--- config.mk ---
export PLATFORM = sky130hd
export DESIGN_NAME = tof_detector
export DESIGN_NICKNAME = d
export VERILOG_FILES = /design/src/rtl/tof_pkg.sv /design/src/rtl/tof_detector.sv
export SDC_FILE = /design/constraint.sdc
export NUM_CORES = 1
export LEC_CHECK = 0
export CORE_MARGIN = 8
export CORE_UTILIZATION = 51
export CTS_BUF_LIST = sky130_fd_sc_hd__clkbuf_2
export DETAILED_ROUTE_END_ITERATION = 6
export PLACE_DENSITY = 0.79
export SLEW_MARGIN = 20
export SYNTH_ARGS = -nofsm -noshare
export SYNTH_HDL_FRONTEND = slang
export SYNTH_SLANG_ARGS = --single-unit
--- constraint.sdc ---
create_clock -name clk -period 3.52 [get_ports clk]
set_clock_uncertainty 0.05 [all_clocks]
set_input_delay 0.528 -clock clk [delete_from_list [all_inputs] [get_ports clk]]
set_output_delay 0.528 -clock clk [all_outputs]
set_load 0.01 [all_outputs]
--- src/rtl/tof_pkg.sv ---
// Shared types for the time-of-flight echo detector: FSM states, count/hold widths
// and the small helpers that derive the window's last sample and the effective hold length.
package tof_pkg;

   localparam int CNT_W  = 16;
   localparam int HOLD_W = 4;

   typedef enum logic [2:0] {
      ST_IDLE   = 3'd0,
      ST_BLANK  = 3'd1,
      ST_SEARCH = 3'd2,
      ST_PEAK   = 3'd3,
      ST_DONE   = 3'd4
   } tof_state_e;

   // A zero timeout means an unbounded window; stopping at the last index keeps idx from wrapping.
   function automatic logic [CNT_W-1:0] last_idx(input logic [CNT_W-1:0] t);
      return (t == '0) ? {CNT_W{1'b1}} : t - 1'b1;
   endfunction

   function automatic logic [HOLD_W:0] hold_len(input logic [HOLD_W-1:0] h);
      return (h == '0) ? (HOLD_W+1)'(1) : {1'b0, h};
   endfunction

endpackage

--- src/rtl/tof_detector.sv ---
// Echo detector: blanks ringdown, confirms a run of hold hits, tracks the echo peak, reports tof.
// Latency: done and results register on the terminating sample's edge; no backpressure, en-strobed.
module tof_detector
   import tof_pkg::*;
#(
   parameter int N = 16
) (
   input  logic              clk,
   input  logic              rst,
   input  logic              en,
   input  logic [N-1:0]      Y,
   input  logic              start,
   input  logic [N-1:0]      threshold,
   input  logic [CNT_W-1:0]  blank,
   input  logic [HOLD_W-1:0] hold,
   input  logic [CNT_W-1:0]  timeout,
   output logic              busy,
   output logic              done,
   output logic              hit,
   output logic [CNT_W-1:0]  tof,
   output logic [N-1:0]      peak
);

   tof_state_e        state_q, state_d;
   logic [CNT_W-1:0]  idx_q, idx_d;
   logic [HOLD_W-1:0] run_q, run_d;
   logic [N-1:0]      pk_tmp_q, pk_tmp_d;
   logic [CNT_W-1:0]  start_idx_q, start_idx_d;
   logic [CNT_W-1:0]  tof_tmp_q, tof_tmp_d;
   logic              busy_q, busy_d;
   logic              done_q, done_d;
   logic              hit_q, hit_d;
   logic [CNT_W-1:0]  tof_q, tof_d;
   logic [N-1:0]      peak_q, peak_d;

   logic              y_hit;
   logic [N-1:0]      pk_max;
   logic              at_limit;
   logic              run_done;
   logic              end_hit;
   logic              end_miss;

   assign y_hit    = (Y >= threshold);
   assign pk_max   = (Y > pk_tmp_q) ? Y : pk_tmp_q;
   assign at_limit = (idx_q == last_idx(timeout));
   assign run_done = (({1'b0, run_q} + 5'd1) == hold_len(hold));

   always_comb begin
      state_d     = state_q;
      idx_d       = idx_q;
      run_d       = run_q;
      pk_tmp_d    = pk_tmp_q;
      start_idx_d = start_idx_q;
      tof_tmp_d   = tof_tmp_q;
      hit_d       = hit_q;
      tof_d       = tof_q;
      peak_d      = peak_q;
      end_hit     = 1'b0;
      end_miss    = 1'b0;

      case (state_q)
         ST_IDLE: begin
            if (start) begin
               idx_d    = '0;
               run_d    = '0;
               pk_tmp_d = '0;
               state_d  = (blank != '0) ? ST_BLANK : ST_SEARCH;
            end
         end
         ST_BLANK: begin
            if (en) begin
               if (!at_limit) idx_d = idx_q + 1'b1;
               if (idx_q == blank - 1'b1) state_d = ST_SEARCH;
               end_miss = at_limit;
            end
         end
         ST_SEARCH: begin
            if (en) begin
               if (!at_limit) idx_d = idx_q + 1'b1;
               if (y_hit) begin
                  run_d    = run_q + 1'b1;
                  pk_tmp_d = pk_max;
                  if (run_q == '0) start_idx_d = idx_q;
                  if (run_done) begin
                     state_d   = ST_PEAK;
                     tof_tmp_d = (run_q == '0) ? idx_q : start_idx_q;
                  end
               end else begin
                  run_d    = '0;
                  pk_tmp_d = '0;
               end
               // A run confirmed on the window's last sample still counts as an echo.
               if (at_limit) begin
                  if (y_hit && run_done) end_hit = 1'b1;
                  else end_miss = 1'b1;
               end
            end
         end
         ST_PEAK: begin
            if (en) begin
               if (!at_limit) idx_d = idx_q + 1'b1;
               if (y_hit) pk_tmp_d = pk_max;
               end_hit = !y_hit || at_limit;
            end
         end
         ST_DONE: state_d = ST_IDLE;
         default: state_d = ST_IDLE;
      endcase

      if (end_hit) begin
         state_d = ST_DONE;
         hit_d   = 1'b1;
         tof_d   = tof_tmp_d;
         peak_d  = pk_tmp_d;
      end
      if (end_miss) begin
         state_d = ST_DONE;
         hit_d   = 1'b0;
         tof_d   = timeout;
         peak_d  = '0;
      end

      busy_d = (state_d == ST_BLANK) || (state_d == ST_SEARCH) || (state_d == ST_PEAK);
      done_d = (state_d == ST_DONE);
   end

   always_ff @(posedge clk) begin
      if (!rst) begin
         state_q     <= ST_IDLE;
         idx_q       <= '0;
         run_q       <= '0;
         pk_tmp_q    <= '0;
         start_idx_q <= '0;
         tof_tmp_q   <= '0;
         busy_q      <= 1'b0;
         done_q      <= 1'b0;
         hit_q       <= 1'b0;
         tof_q       <= '0;
         peak_q      <= '0;
      end else begin
         state_q     <= state_d;
         idx_q       <= idx_d;
         run_q       <= run_d;
         pk_tmp_q    <= pk_tmp_d;
         start_idx_q <= start_idx_d;
         tof_tmp_q   <= tof_tmp_d;
         busy_q      <= busy_d;
         done_q      <= done_d;
         hit_q       <= hit_d;
         tof_q       <= tof_d;
         peak_q      <= peak_d;
      end
   end

   assign busy = busy_q;
   assign done = done_q;
   assign hit  = hit_q;
   assign tof  = tof_q;
   assign peak = peak_q;

endmodule

=== Word level (Yosys, flattened, before mapping) ===
Index checks and enable logic that the tools add are counted.

* Add/subtract/negate cells: 5
* $mul: 0
* Div/mod/pow operators: 0
* $lt $le $gt $ge: 2
* Eq/ne operators: 14
* Shifts and indexed selects: 0
* Mux-type cells: 44
* Bitwise operators: 1
* Reductions and logical operators: 18

{| class="wikitable"
|+ Operators by type and width
! kind !! number
|-
| $mux 16 || 17
|-
| $pmux 16 s3 || 1
|-
| $eq 16x16->1 || 2
|-
| $pmux 16 s2 || 1
|-
| $sub 16x1->16 const B || 2
|-
| $mux 3 || 8
|-
| $add 16x1->16 const B || 1
|-
| $ge 16x16->1 || 1
|-
| $gt 16x16->1 || 1
|-
| $logic_not 16->1 || 1
|-
| $mux 4 || 4
|-
| $reduce_bool 16->1 || 1
|-
| $eq 3x2->1 const B || 4
|-
| $pmux 3 s4 || 1
|-
| $logic_not 4->1 || 2
|-
| $mux 1 || 8
|-
| $pmux 4 s2 || 1
|-
| $eq 3x1->1 const B || 2
|-
| $ne 2x2->1 const B || 3
|-
| $reduce_and 3->1 || 2
|-
| $reduce_bool 2->1 || 3
|-
| $add 4x1->5 const B || 1
|-
| $eq 5x4->1 || 1
|-
| $add 4x1->4 const B || 1
|-
| 12 further kinds || 15
|}

* Register bits: 106
* Latch bits: 0
* Bits in writable memories: 0
* Memory bits (read-only): 0
* Memories: 0

=== Longest topological paths before layout ===
* Word-level depth: 13
* Mapped depth: 15

=== Worst setup path after synthesis ===
Ideal clock, no wire load.

* Kind: in2reg
* From: in timeout[0]
* To: reg tof_q[10] (netlist: tof[10])
* Setup time: 129 ps
* Arrival time: 3,403 ps
* Slack: -62 ps
* Stages on the path: 15
* Cell sequence: clkbuf_1 inv_1 ha_1 buf_4 or3b_4 o31a_1 or2_1 o32a_1 o22ai_2 nand4b_4 nor3_2 a211o_1 buf_4 buf_6 o211ai_2

* Longest elaborated chain between the ends: 7
* Elaborated cells on any way between the ends: 15
* Those cells by class: add/sub (1); eq/ne (1); mux (10); reduce/logical (3)

{| class="wikitable"
|+ Ends and longest elaborated chain
! what !! RTL line !! text
|-
| start: declaration || tof_detector.sv:16 || <nowiki>input logic [CNT_W-1:0] timeout,</nowiki>
|-
| $sub 16x1->16 / $logic_not 16->1 (equally long branches) || tof_pkg.sv:18 || <nowiki>return (t == '0) ? {CNT_W{1'b1}} : t - 1'b1;</nowiki>
|-
| $mux 16 (*) || tof_pkg.sv:18 ||
|-
| $eq 16x16->1 (*) || tof_detector.sv:45 || <nowiki>assign at_limit = (idx_q == last_idx(timeout));</nowiki>
|-
| $mux 1 / $logic_or 1x1->1 (equally long branches) || tof_detector.sv:93, tof_detector.sv:103 ||
|-
| $mux 1 (on tied branches) || tof_detector.sv:78, tof_detector.sv:100 ||
|-
| $pmux 1 s2 || tof_detector.sv:61 || <nowiki>case (state_q)</nowiki>
|-
| $mux 16 / $reduce_bool 2->1 (equally long branches) || n/a ||
|-
| end signal: assignment || tof_detector.sv:150 || <nowiki>tof_q <= tof_d;</nowiki>
|-
| end: declaration || tof_detector.sv:33 || <nowiki>logic [CNT_W-1:0] tof_q, tof_d;</nowiki>
|}

Mark *: on every way between the ends. The rest lies on a longest branch, timed or not.
A chain may end at the register's enable or synchronous reset.

=== Worst setup path in the final report ===
* From: in timeout[0]
* To: reg tof_q[9] (netlist: tof[9])

The elaborated chain is that of the path after synthesis.

==> results.tsv <==
metric	value	unit
outcome	finished clean	
slew_headroom	50.3	%
startpoint_type	input pin	
p_clk_share	23.1	%
clock_latency	570	ps
overflow	0	
grt_pass1_wl	35300	µm
synth_cell_types	75	
power.leakage	3.61	nW
arrival	3740	ps
die_x	135	µm
critPathRequiredTime	3940	ps
antenna_found_initial	0	
cts_made_buffers	9	
seqPwrFrac	55.6	%
gr-usage-all-layers	23.8	%
power.switching	0.649	mW
drt-wirelength-per-cell	18.0	µm
fillers	1141	
route.detailed.drc	0	
grt_pass1_vias	6817	
place_inst	1206	
syn-num-nets	983	
grt_max_degree	32	
path_max_fanout	7	
clk_pin_slew_worst_paths	300	ps
end_kind	flip-flop	
ctsResizeCount	0	
yosysWarningCount	0	
min_path_type	flip-flop to flip-flop	
hold_buffers	0	
ant_nets	0	
setup_viol	0	
clockBufferDepth	2	
postCtsSetupBuffers	0	
portBuffers	106	
hold_depth	2	
finalHoldViolations	0	
cts_tree	yes	
final_cells	1222	
slew_violations	0	
drive_gt1_share	16.2	%
num_vias	7209	
tightest_slew	736	ps
max_freq	302	MHz
cts_sinks	106	
async_reset_ff_share	0	%
cap_violations	0	
antennaDiodeCount	0	
rows	43	
die_area	18100	µm²
nets	1147	
synth_seq_cells	106	
hpwl	17000	µm
cts-root-buf	clkbuf_2	
regToRegSetupSlack	560	ps
rsz0062_at_grt	no	
period_share	94.2	%
syn_avg_cell_area	8.21	µm²
total_power	2.18	mW
die_h	135	µm
ys.flop_type	dfxtp_1	
syn_area	7170	µm²
wl	21900	µm
io_pins	107	
area_growth	27.8	%
period_needed	3320	ps
rr_worst_depth	11	
syn_inst	873	
cts.htree.levels	3	
ir_drop	0.130	mV
switching_share	29.8	%
core_area	13800	µm²
vias_per_cell	5.90	
synth_edf_count	0	
critPathKind	input pin to flip-flop	
combPwrFrac	21.3	%
drt_iter0_markers	879	
internal_power	1.53	mW
seq_area_frac_synth	29.6	%
p_per_area	238	nW/µm²
dr.pass1.iters	6	
initial_core_util	51.9	%
place.gp.congestion	0.950	
## power groups by stage
stage / registers (mW) / logic (mW) / clock network, mW
after floorplan: 1.23 / 0.226 / 0
after global placement: 1.23 / 0.450 / 0
after detailed placement: 1.23 / 0.455 / 0
after CTS: 1.21 / 0.458 / 0.503
after global routing: 1.21 / 0.503 / 0.546
final: 1.21 / 0.464 / 0.503
## layout make-up
cell class	instances	area (µm²)	area share [%]
multi-input combinational	641	4550	49.7
sequential	106	2120	23.2
clock buffer	11	55.1	0.601
tap	180	225	2.46
inverter	69	259	2.83
timing repair buffer	210	1920	20.9
clock inverter	5	31.3	0.341
## per-layer routing
layer / vias up / global-route usage (%) / routed length (µm)
met3: 35 / 3.75 / 1750
li1: 3482 / - / -
met1: 3388 / 31.4 / 9530
met4: 0 / 7.17 / 403
met2: 304 / 39.1 / 10300
met5: - / 0 / 0
## cells by family (layout without fill, tap and decap cells)
group	Yosys count	count (layout)	synth area share [%]
AO/OA/AOI/OAI	203	203	21.3
AND/OR/NAND/NOR	305	305	22.1
flip-flops	106	106	29.6
XOR/XNOR	39	39	4.96
multiplexers	56	56	8.17
adder cells (fa/ha/maj)	38	38	6.63
buffers and inverters	126	295	7.26
## path summary, 6_finish.rpt
| path | start | endpoint |
|---|---|---|
| hold / removal | tof[6] | tof[6] |
| setup reg to reg | pk_tmp_q[11] | peak[14] |
| hold reg to reg | tof[6] | tof[6] |
| setup / recovery | timeout[0] | tof[9] |
## registers in the layout (all words and copies together) (netlist names), 3 cells and up
signal and cells:
idx_q 16, peak 16, pk_tmp_q 16, run_q 4, start_idx_q 16, state_q 3
tof 16, tof_tmp_q 16
## metrics by stage
step	utilization [%]	hold slack (ps)	cell area (µm²)	worst slack [ps]	setup TNS (ps)
4_1_cts	66.2	462	9150	147	0
6_report	66.3	458	9160	204	0
3_3_place_gp	65.6	397	9070	-372	-19990
5_1_grt	66.3	470	9160	30.3	0
3_5_place_dp	65.6	411	9070	-441	-21620
2_1_floorplan	-	401	7180	21.2	0
## worst max-delay path, cell delays in order
cell             delay (ps)
clkdlybuf4s50_1         470
inv_1                   110
ha_1                    170
or3b_4                  410
o31a_1                  250
or2_1                   240
o32a_1                  340
o22ai_2                 190
nand4b_4                180
buf_4                   200
nor4_4                  280
buf_4                   210
nand2_1                  80
o211ai_2                 70
## synth_stat cells (6+ instances only)
library cell	count	share of area [%]
xnor2_1	26	3.2
o211a_1	16	2.2
o21ai_0	28	2.0
nor4_1	8	0.70
nor3_1	17	1.2
o2111ai_1	6	0.73
nand3_1	39	2.7
nand4_1	15	1.3
a22oi_1	18	1.9
a2111o_1	6	0.94
mux2_2	20	3.1
xor2_1	12	1.5
o211ai_1	15	1.6
clkbuf_1	38	2.0
o21a_1	8	0.84
mux2i_1	36	5.0
buf_2	11	0.77
inv_1	69	3.6
nor2_1	88	4.6
a211oi_1	7	0.73
nand2b_1	10	0.87
a32oi_1	17	2.1
o211ai_2	7	1.2
a21oi_1	39	2.7
ha_1	38	6.6
dfxtp_1	106	30
nand2_1	66	3.5
and2_1	6	0.52
nor2b_1	11	0.96
## cells in the final DEF, fill, tap and decap left out, types with 3 or more instances in the layout
cell type	synthesis	layout
a2111o_1	6	6
a211oi_1	7	7
a21oi_1	39	39
a22oi_1	18	18
a31oi_1	3	3
a32oi_1	17	17
and2_1	6	6
and3_1	5	5
buf_12	0	6
buf_4	5	98
clkbuf_2	0	11
clkdlybuf4s50_1	0	106
dfxtp_1	106	106
ha_1	38	38
inv_1	69	69
mux2_2	20	20
mux2i_1	36	36
nand2_1	66	66
nand2b_1	10	10
nand3_1	39	39
nand3b_1	5	5
nand4_1	15	15
nor2_1	88	88
nor2b_1	11	11
nor3_1	17	17
nor3b_1	4	3
nor4_1	8	8
nor4_4	3	3
o2111ai_1	6	6
o211a_1	16	16
o211ai_1	15	15
o211ai_2	7	7
o21a_1	8	8
o21ai_0	28	28
o22ai_1	5	5
or2_2	4	4
or3_1	5	5
or4_1	3	3
xnor2_1	26	26
xor2_1	12	12
(Power assumes the default switching activity.)
